$ cat src/rtl/sigmoid_eval_if.sv
// Operand/coefficient/result bundle for sigmoid_eval.
// master: the environment (operand source, coefficient tables, result sink); slave: the evaluator.
interface sigmoid_eval_if;
    logic        in_valid;
    logic        in_ready;
    logic [15:0] in_data;
    logic [2:0]  seg;
    logic [15:0] coef0;
    logic [15:0] coef1;
    logic [15:0] coef2;
    logic        out_valid;
    logic        out_ready;
    logic [15:0] out_data;

    modport master (
        output in_valid, in_data, coef0, coef1, coef2, out_ready,
        input  in_ready, seg, out_valid, out_data
    );

    modport slave (
        input  in_valid, in_data, coef0, coef1, coef2, out_ready,
        output in_ready, seg, out_valid, out_data
    );
endinterface

$ cat src/rtl/sigmoid_eval.sv
// Piecewise-quadratic sigmoid: y = (c2*d + c1)*d + c0 over segment min(int|x|, 6), clamped to [0, 1].
// Define SIGMOID_SYMMETRY_EN to mirror negative x as 1 - y; otherwise the caller handles symmetry.
module sigmoid_eval (
    input logic          clk,
    input logic          rst_n,
    sigmoid_eval_if.slave bus
);

    localparam logic [15:0] One = 16'h0100;

    typedef enum logic [2:0] {StIdle, StLookup, StMac1, StMac2, StOut} state_e;

    state_e             state_q;
    logic               in_ready_q;
    logic               out_valid_q;
    logic [15:0]        out_data_q;
    logic [2:0]         seg_q;
    logic [15:0]        abs_q;
    logic signed [15:0] d_q;
    logic signed [15:0] acc_q;
    logic signed [15:0] c0_q;
    logic signed [15:0] c1_q;
    logic signed [15:0] c2_q;
`ifdef SIGMOID_SYMMETRY_EN
    logic               sign_q;
`endif

    logic [15:0]        abs_in;
    logic [2:0]         seg_in;
    logic signed [15:0] mac1;
    logic signed [15:0] mac2;
    logic [15:0]        y_pos;
    logic [15:0]        out_val;

    always_comb begin
        abs_in = bus.in_data;
        // -0x8000 has no positive Q8.8 counterpart; saturate it
        if (bus.in_data[15]) begin
            abs_in = (bus.in_data == 16'h8000) ? 16'h7fff : (~bus.in_data + 16'd1);
        end
        seg_in = (abs_in[14:8] > 7'd5) ? 3'd6 : abs_in[10:8];

        mac1 = 16'((32'(c2_q) * 32'(d_q)) >>> 8) + c1_q;
        mac2 = 16'((32'(acc_q) * 32'(d_q)) >>> 8) + c0_q;

        if (seg_q == 3'd6) begin
            y_pos = One;
        end else if (mac2 < 16'sh0000) begin
            y_pos = 16'h0000;
        end else if (mac2 > 16'sh0100) begin
            y_pos = One;
        end else begin
            y_pos = mac2;
        end

`ifdef SIGMOID_SYMMETRY_EN
        out_val = sign_q ? (One - y_pos) : y_pos;
`else
        out_val = y_pos;
`endif
    end

    always_ff @(posedge clk or negedge rst_n) begin
        if (!rst_n) begin
            state_q     <= StIdle;
            in_ready_q  <= 1'b1;
            out_valid_q <= 1'b0;
            out_data_q  <= 16'h0000;
            seg_q       <= 3'd0;
            abs_q       <= 16'h0000;
            d_q         <= 16'sh0000;
            acc_q       <= 16'sh0000;
            c0_q        <= 16'sh0000;
            c1_q        <= 16'sh0000;
            c2_q        <= 16'sh0000;
`ifdef SIGMOID_SYMMETRY_EN
            sign_q      <= 1'b0;
`endif
        end else begin
            unique case (state_q)
                StIdle: begin
                    if (bus.in_valid && in_ready_q) begin
                        abs_q      <= abs_in;
                        seg_q      <= seg_in;
`ifdef SIGMOID_SYMMETRY_EN
                        sign_q     <= bus.in_data[15];
`endif
                        in_ready_q <= 1'b0;
                        state_q    <= StLookup;
                    end
                end
                StLookup: begin
                    // Coefficient tables have settled on seg_q by now
                    c0_q    <= bus.coef0;
                    c1_q    <= bus.coef1;
                    c2_q    <= bus.coef2;
                    d_q     <= abs_q - {5'd0, seg_q, 8'd0};
                    state_q <= StMac1;
                end
                StMac1: begin
                    acc_q   <= mac1;
                    state_q <= StMac2;
                end
                StMac2: begin
                    acc_q       <= mac2;
                    out_data_q  <= out_val;
                    out_valid_q <= 1'b1;
                    state_q     <= StOut;
                end
                StOut: begin
                    if (bus.out_ready) begin
                        out_valid_q <= 1'b0;
                        in_ready_q  <= 1'b1;
                        state_q     <= StIdle;
                    end
                end
                default: state_q <= StIdle;
            endcase
        end
    end

    assign bus.in_ready  = in_ready_q;
    assign bus.out_valid = out_valid_q;
    assign bus.out_data  = out_data_q;
    assign bus.seg       = seg_q;

endmodule

$ cat src/flat_wrapper.sv
// flat-port wrapper written by rule: the top's interface ports become plain ports
module sigmoid_eval_flat 
  (clk, rst_n, bus_in_valid, bus_in_data, bus_coef0, bus_coef1, bus_coef2, bus_out_ready, bus_in_ready, bus_seg, bus_out_valid, bus_out_data);
  sigmoid_eval_if bus_i ();
  input logic clk;
  input logic rst_n;
  input wire logic [$bits(bus_i.in_valid)-1:0] bus_in_valid;
  input wire logic [$bits(bus_i.in_data)-1:0] bus_in_data;
  input wire logic [$bits(bus_i.coef0)-1:0] bus_coef0;
  input wire logic [$bits(bus_i.coef1)-1:0] bus_coef1;
  input wire logic [$bits(bus_i.coef2)-1:0] bus_coef2;
  input wire logic [$bits(bus_i.out_ready)-1:0] bus_out_ready;
  output wire logic [$bits(bus_i.in_ready)-1:0] bus_in_ready;
  output wire logic [$bits(bus_i.seg)-1:0] bus_seg;
  output wire logic [$bits(bus_i.out_valid)-1:0] bus_out_valid;
  output wire logic [$bits(bus_i.out_data)-1:0] bus_out_data;
  assign bus_i.in_valid = bus_in_valid;
  assign bus_i.in_data = bus_in_data;
  assign bus_i.coef0 = bus_coef0;
  assign bus_i.coef1 = bus_coef1;
  assign bus_i.coef2 = bus_coef2;
  assign bus_i.out_ready = bus_out_ready;
  assign bus_in_ready = bus_i.in_ready;
  assign bus_seg = bus_i.seg;
  assign bus_out_valid = bus_i.out_valid;
  assign bus_out_data = bus_i.out_data;
  sigmoid_eval u_core (.clk(clk), .rst_n(rst_n), .bus(bus_i));
endmodule
$ cat config.mk
export PLATFORM = sky130hd
export DESIGN_NAME = sigmoid_eval_flat
export DESIGN_NICKNAME = d
export VERILOG_FILES = /design/src/rtl/sigmoid_eval_if.sv /design/src/rtl/sigmoid_eval.sv /design/src/flat_wrapper.sv
export SDC_FILE = /design/constraint.sdc
export NUM_CORES = 1
export LEC_CHECK = 0
export CAP_MARGIN = 25
export CORE_UTILIZATION = 45
export CTS_BUF_LIST = sky130_fd_sc_hd__clkbuf_4 sky130_fd_sc_hd__clkbuf_8
export CTS_CLUSTER_DIAMETER = 30
export DETAILED_ROUTE_END_ITERATION = 12
export PLACE_DENSITY = 0.7
export REMOVE_ABC_BUFFERS = 1
export SKIP_LAST_GASP = 1
export SYNTH_ARGS = -nofsm -noshare
export SYNTH_HDL_FRONTEND = slang
export SYNTH_SLANG_ARGS = --single-unit
$ cat constraint.sdc
create_clock -name clk -period 9.2 [get_ports clk]
set_input_delay 0.92 -clock clk [delete_from_list [all_inputs] [get_ports clk]]
set_output_delay 0.92 -clock clk [all_outputs]
set_load 0.005 [all_outputs]
==> results.txt, run 1 <==
Status -> finished clean
Initial Util -> 45.50%
Setup violations, final -> 0
WHS -> 322.0 ps
Max clock buf depth -> 2
Via count -> 15.53k
Yosys warns -> 0
R2r endpoint -> u_core.acc_q[15]
Dpl hpwl -> 42,310 µm
Final cycle utilization of the critical path -> 93.35%
Initial antenna violation count -> 0
Post-CTS Resized -> 0
DRC -> 0
RSZ-0062 raised after global routing -> no
Mean routed wirelength per cell -> 17.97 µm
Post-synthesis mux area share -> 3.226%
Die X -> 218.7 µm
# clock sinks -> 119
Largest stage delay, worst path -> 800 ps
Synth Area in XOR/XNOR -> 4.563%
Final Hold Viols -> 0
Max Freq -> 116.4 MHz
Min Clock Period, post-route -> 8588 ps
Top_reg_cell synth -> dfrtp_1
Area grow syn2layout -> 8.985%
Clk Latency, worst-skew pair -> 560 ps
Critical path capture point type -> flip-flop
Die ar. -> 0.04785 mm²
Fill cell count -> 4,309
Mean Syn Cell Area -> 9.199 µm²
EDFF count, synth -> 0
Post-synthesis instance area -> 0.02114 mm²
Sequential-to-total area share from yosys stat -> 14.09%
Nets -> 2,950
Die Ht -> 218.7 µm
Vias in the first global route -> 16.47k
Setup TNS -> 0 ps
Max Cap Viol -> 0
DRT antenna net count -> 0
Main combinational cell family by area after synthesis -> adder cells
Pin count of the biggest net entering global routing -> 69
Total CTS buffers -> 17
CTS tree -> built
Adder-Cell Fraction of Synth Area -> 45.81%
Yosys cell types -> 67
Worst path slowest cell -> dfrtp_1
Clock-pin slew on the worst setup and hold paths -> 90 ps
Number of diodes -> 0
Hold crit path type -> input pin to async pin
WP data required -> 9700 ps
PortBufs -> 87
Max-slew violation count -> 0
Total GRT Usage -> 23.78%
FF-to-FF setup slack -> 610 ps
Arrival time worst endpoint -> 9090 ps
Asr flop ratio synth -> 100.0%
GPL Wtd Cong -> 0.9035
CP max FO -> 17
CTS Root Cell -> clkbuf_8
Total gr overflow -> 0
Layout cells sized above 1 -> 5.754%
WL final -> 53,060 µm
Compound-Gate Fraction of Synth Area -> 6.357%
Pre-antenna DRT Iters -> 6
# hold bufs at CTS -> 0
Setup CP Type -> flip-flop to flip-flop
Core box area -> 0.04646 mm²
Synth Area in Simple Gates -> 15.73%
Ports -> 89
Worst reg-to-reg path cell count -> 29
Rel. slew slack -> 32.05%
Syn Inst Count -> 2,298
Postcts setup bufs -> 0
Register area -> 0.002979 mm²
First-pass GRT wire length -> 86,300 µm
Vias/cell -> 5.259
H-tree depth -> 4
1st-iter DRT viols -> 1,063
Post-synthesis register bit count -> 119
Multi-input logic area -> 0.01601 mm²
Clock skew -> 17.99 ps
Top cell by count, worst path -> fa_1
Slew @ Worst Pin -> 1019 ps
Num rows -> 79
Startpoint Class -> flip-flop
Reg2Reg Launch Point -> u_core.d_q[1]
## cells in the mapped netlist (4+ instances only)
cell / n / share of area, %
nand2b_1: 15 / 0.44
fa_1: 375 / 36
and3_1: 8 / 0.24
clkbuf_1: 95 / 1.7
and2_1: 203 / 6.0
a21oi_1: 58 / 1.4
nand2_1: 296 / 5.3
dfrtp_1: 118 / 14
o31ai_1: 8 / 0.28
o21a_1: 12 / 0.43
a21o_1: 15 / 0.53
nor3b_1: 4 / 0.14
o211ai_1: 5 / 0.18
o21bai_1: 5 / 0.18
a211oi_1: 11 / 0.39
inv_1: 469 / 8.3
ha_1: 174 / 10
nor2b_1: 14 / 0.41
nand4_1: 5 / 0.15
nor2_1: 77 / 1.4
nand3_1: 12 / 0.28
a31oi_1: 17 / 0.50
o21ai_0: 46 / 1.1
or3_1: 10 / 0.30
xor2_1: 35 / 1.5
mux2_2: 57 / 3.0
nor3_1: 22 / 0.52
mux2i_1: 4 / 0.19
xnor2_1: 70 / 2.9
## flip-flops by register name (all words and copies together) (netlist names)
signal and count:
u_core.acc_q 16, u_core.d_q 16, u_core.c0_q 16, u_core.bus.seg 3
u_core.c1_q 16, u_core.c2_q 16, u_core.state_q 3, u_core.abs_q 16
u_core.bus.in_ready 1, u_core.bus.out_valid 1, u_core.bus.out_data 15
## routing by layer
layer | global-route usage, % | share of wire [%] | wire length (µm)
met1 | 31.16 | 42 | 22370
met2 | 38.72 | 48 | 25490
met3 | 4.008 | 5.9 | 3155
met4 | 10.30 | 3.9 | 2047
met5 | 0 | 0 | 0
## cell type report
class / instances / area share [%]
Clock inverter: 14 / 0.7060
Timing Repair Buffer: 117 / 4.850
Multi-Input combinational cell: 1608 / 69.48
Clock buffer: 18 / 1.075
Inverter: 470 / 7.658
Tap cell: 607 / 3.297
Sequential cell: 119 / 12.93
## worst max-delay path: cells and delay by family (launching register included)
kind                     cells  cell delay, ps
AND/OR/NAND/NOR              6             900
adder cells (fa/ha/maj)      8            3740
AO/OA/AOI/OAI               12            2900
flip-flops                   1             800
buffers and inverters        3             150
## per-stage QoR
step           cells  util, %  worst slack (ps)  cell area, µm²
6_report        2953    49.59             611.6           23040
5_1_grt         2953    49.59             211.6           23040
4_1_cts         2952    49.53             684.1           23010
3_5_place_dp    2920    48.65             733.7           22600
3_3_place_gp    2919    48.63             894.7           22590
2_1_floorplan   2197        -              1498           20750
## worst max-delay path by stage
stage | from | endpoint
6_report | u_core.d_q[1] | u_core.acc_q[15]
5_1_grt | u_core.d_q[1] | u_core.acc_q[15]
4_1_cts | u_core.d_q[1] | u_core.acc_q[15]
3_5_place_dp | u_core.d_q[1] | u_core.acc_q[15]
3_3_place_gp | u_core.d_q[2] | u_core.acc_q[15]
2_1_floorplan | u_core.d_q[1] | u_core.bus.out_data[0]
## logic make-up (layout without fill, tap and decap cells)
logic type | Yosys count | after routing
compound gates | 208 | 208
buf+inv | 571 | 619
flops | 119 | 119
fa+ha+maj | 549 | 549
other cells | 1 | 1
mux | 61 | 61
simple gates | 682 | 682
xor+xnor | 107 | 107
## layout by cell type (no fill, tap or decap), types with 5 or more instances in the layout
cell type	n
fa_1	375
and3_1	8
nor3_1	21
o21ai_0	46
clkdlybuf4s50_1	86
dfrtp_1	118
clkbuf_8	18
and2_1	203
buf_4	29
xnor2_1	70
o21a_1	12
nand3_1	12
nand4_1	5
xor2_1	35
a21o_1	15
nor2_1	77
nand2b_1	15
o31ai_1	8
nand2_1	296
or3_1	10
o211ai_1	5
ha_1	174
mux2_2	57
a21oi_1	58
a31oi_1	17
a211oi_1	11
inv_1	469
nor2b_1	14
o21bai_1	5
Power of run 1 is left out: the tool's default activity adds up to more than one toggle a clock period on the data nets, which glitch-free logic cannot reach.
==> run 2: changes to the inputs <==
--- a/config.mk
+++ b/config.mk
@@ -5,6 +5,7 @@
 export SDC_FILE = /design/constraint.sdc
 export NUM_CORES = 1
 export LEC_CHECK = 0
+export ABC_AREA = 1
 export CAP_MARGIN = 25
 export CORE_UTILIZATION = 45
 export CTS_BUF_LIST = sky130_fd_sc_hd__clkbuf_4 sky130_fd_sc_hd__clkbuf_8
@@ -16,3 +17,4 @@
 export SYNTH_ARGS = -nofsm -noshare
 export SYNTH_HDL_FRONTEND = slang
 export SYNTH_SLANG_ARGS = --single-unit
+export TNS_END_PERCENT = 30
==> run 2 against run 1 <==
  * Global-route usage about the same
  * Worst hold slack improved by 19 ps
  * Synthesized cell count increased by 29%
  * Non-clock buffer count decreased by 7
  * Setup slack improved by 600 ps
  * Design area increased by 4.9%
  * Core utilization decreased by 0.21 points
==> results.txt, run 2 <==
Status -> finished clean
Slew @ Worst Pin -> 1057 ps (+38.10 ps)
GPL Wtd Cong -> 0.9186 (+1.7%)
Most frequent cell after synthesis -> nand2_1
Ports -> 89 (unchanged)
Setup TNS -> 0 ps (unchanged)
Min Clock Period, post-route -> 7988 ps (-600.6 ps)
Post-CTS Resized -> 0 (unchanged)
Yosys warns -> 0 (unchanged)
Final cycle utilization of the critical path -> 86.82% (-6.5 points)
Finished Layout Cells -> 3,654 (+24%)
1st-iter DRT viols -> 1,205 (+13%)
Worst path slowest cell -> dfrtp_1
Max Freq -> 125.2 MHz (+7.5%)
Synth top area cells -> fa_1 34%, nand2_1 15%, inv_1 13%
Area grow syn2layout -> 8.083%
WL final -> 54,910 µm (+3.5%)
Initial antenna violation count -> 1 (+1)
Number of diodes -> 0 (unchanged)
Setup CP Type -> flip-flop to flip-flop
Post-synthesis register bit count -> 119 (unchanged)
CTS Root Cell -> clkbuf_8
Rel. slew slack -> 29.51% (-2.5 points)
Largest stage delay, worst path -> 800 ps (about the same)
Clock skew -> 21.68 ps (+3.692 ps)
Initial Util -> 45.69% (+0.19 points)
Arrival time worst endpoint -> 8330 ps (-760 ps)
Die Ht -> 224.9 µm (+2.8%)
Setup violations, final -> 0 (unchanged)
PortBufs -> 87 (unchanged)
Post-synthesis instance area -> 0.02237 mm² (+5.8%)
Via count -> 17.91k (+15%)
# hold bufs at CTS -> 0 (unchanged)
Most Crowded Layer GR -> met2
Met3 Use GR -> 2.673% (-1.3 points)
CP delay by family, top -> adder cells
Most common cell after layout, fill and taps aside -> nand2_1
Sequential-to-total area share from yosys stat -> 13.32% (-0.77 points)
Syn Inst Count -> 2,972 (+29%)
Inst Count DP -> 3,622 (+24%)
Nets -> 3,594 (+22%)
Dpl hpwl -> 44,210 µm (+4.5%)
Asr flop ratio synth -> 100.0% (unchanged)
Max clock buf depth -> 2 (unchanged)
Die ar. -> 0.05060 mm² (+5.7%)
Pre-antenna DRT Iters -> 7 (+1)
Startpoint Class -> flip-flop
Vias in the first global route -> 18.49k (+12%)
DRC -> 0 (unchanged)
First-pass GRT wire length -> 93,980 µm (+8.9%)
FF-to-FF setup slack -> 1210 ps (+600 ps)
WP data required -> 9540 ps (-160 ps)
Total gr overflow -> 0 (unchanged)
Total CTS buffers -> 17 (unchanged)
# clock sinks -> 119 (unchanged)
CTS tree -> built
RSZ-0062 raised after global routing -> no
Total GRT Usage -> 23.79% (about the same)
Worst Path Buf+Inv -> 6 (+3)
Yosys cell types -> 50 (-25%)
Synth top cells by count -> 866 x nand2_1, 801 x inv_1, 375 x fa_1
Hold crit path type -> input pin to async pin
Clock-pin slew on the worst setup and hold paths -> 100 ps (about the same)
Largest area contributor in the netlist -> fa_1
Critical path capture point type -> flip-flop
EDFF count, synth -> 0 (unchanged)
WHS -> 340.6 ps (+18.63 ps)
Clk Latency, worst-skew pair -> 520 ps (-40 ps)
Commonest cells after routing, fill and taps aside -> 866 x nand2_1, 801 x inv_1, 375 x fa_1
Final Hold Viols -> 0 (unchanged)
Num rows -> 81 (+2.5%)
Mean Syn Cell Area -> 7.526 µm² (-18%)
Die X -> 224.9 µm (+2.8%)
Grt met1 use -> 32.83% (+1.7 points)
Max-slew violation count -> 0 (unchanged)
Vias/cell -> 4.902 (-6.8%)
Final core occ -> 49.39% (-0.21 points)
Mean routed wirelength per cell -> 15.03 µm (-16%)
Layout cells sized above 1 -> 3.110% (-2.6 points)
DRT antenna net count -> 0 (unchanged)
Core box area -> 0.04895 mm² (+5.4%)
H-tree depth -> 4 (unchanged)
Met2 Use GR -> 38.20% (-0.52 points)
Top cell by count, worst path -> fa_1
Max Cap Viol -> 0 (unchanged)
Postcts setup bufs -> 0 (unchanged)
CP max FO -> 17 (unchanged)
Top_reg_cell synth -> dfrtp_1
Synth top area share -> 33.56% (-1.9 points)
Pin count of the biggest net entering global routing -> 71 (+2.9%)
[run 2: changes by cell type in the layout (fill, tap and decap cells not counted), moves of 16 or more]
cell | before | now
a21oi_1 | 58 | 81
and2_1 | 203 | 1
inv_1 | 469 | 801
mux2_2 | 57 | 0
nand2_1 | 296 | 866
nand3_1 | 12 | 73
nor2_1 | 77 | 93
xnor2_1 | 70 | 25
[run 2: cell families (layout without fill, tap and decap cells)]
family,after synthesis,after routing,share of synthesized area [%]
simple gates,1095,1095,19.56
buf+inv,934,952,15.76
fa+ha+maj,549,549,43.30
compound gates,200,200,5.152
flops,119,119,13.32
xor+xnor,74,74,2.898
other cells,1,1,0.01677
[run 2: worst reg2reg max path, delay by kind of cell, from the launching register on]
kind,cells,cell delay (ps)
simple gates,6,760
compound gates,8,1850
xor+xnor,1,170
fa+ha+maj,8,3610
flops,1,800
buf+inv,6,610
[run 2: final timing paths]
path,startpoint,to,cells after the start
worst min register to register,u_core.bus.in_ready,u_core.bus.in_ready,2
worst max-delay path,u_core.d_q[2],u_core.acc_q[10],29
worst min-delay path,rst_n,u_core.c2_q[0],1
max in group asynchronous,rst_n,u_core.abs_q[5],2
min in group clk,u_core.bus.in_ready,u_core.bus.in_ready,2
worst max register to register,u_core.d_q[2],u_core.acc_q[10],29
[run 2: cell type report]
cell class	instances	area, µm²
Fill cell	4806	24780
Multi-Input combinational cell	1919	15870
Inverter	810	3040
Sequential cell	119	2979
Timing Repair Buffer	110	1045
Tap cell	664	830.8
Clock buffer	18	241.5
Clock inverter	14	163.9
[run 2: layer usage]
metal | vias up | routed length, µm
met4 | 0 | 2182
met5 | - | 0
met3 | 94 | 2808
li1 | 8592 | -
met1 | 8716 | 24930
met2 | 509 | 24990
[run 2: through the flow]
step                instance area (µm²)  setup slack, ps
floorplan                         21880             2257
global placement                  23770             1413
detailed placement                23770             1289
CTS                               24170             1238
global route                      24170            723.8
finish                            24170             1212
Power of run 2 is left out for the same reason.
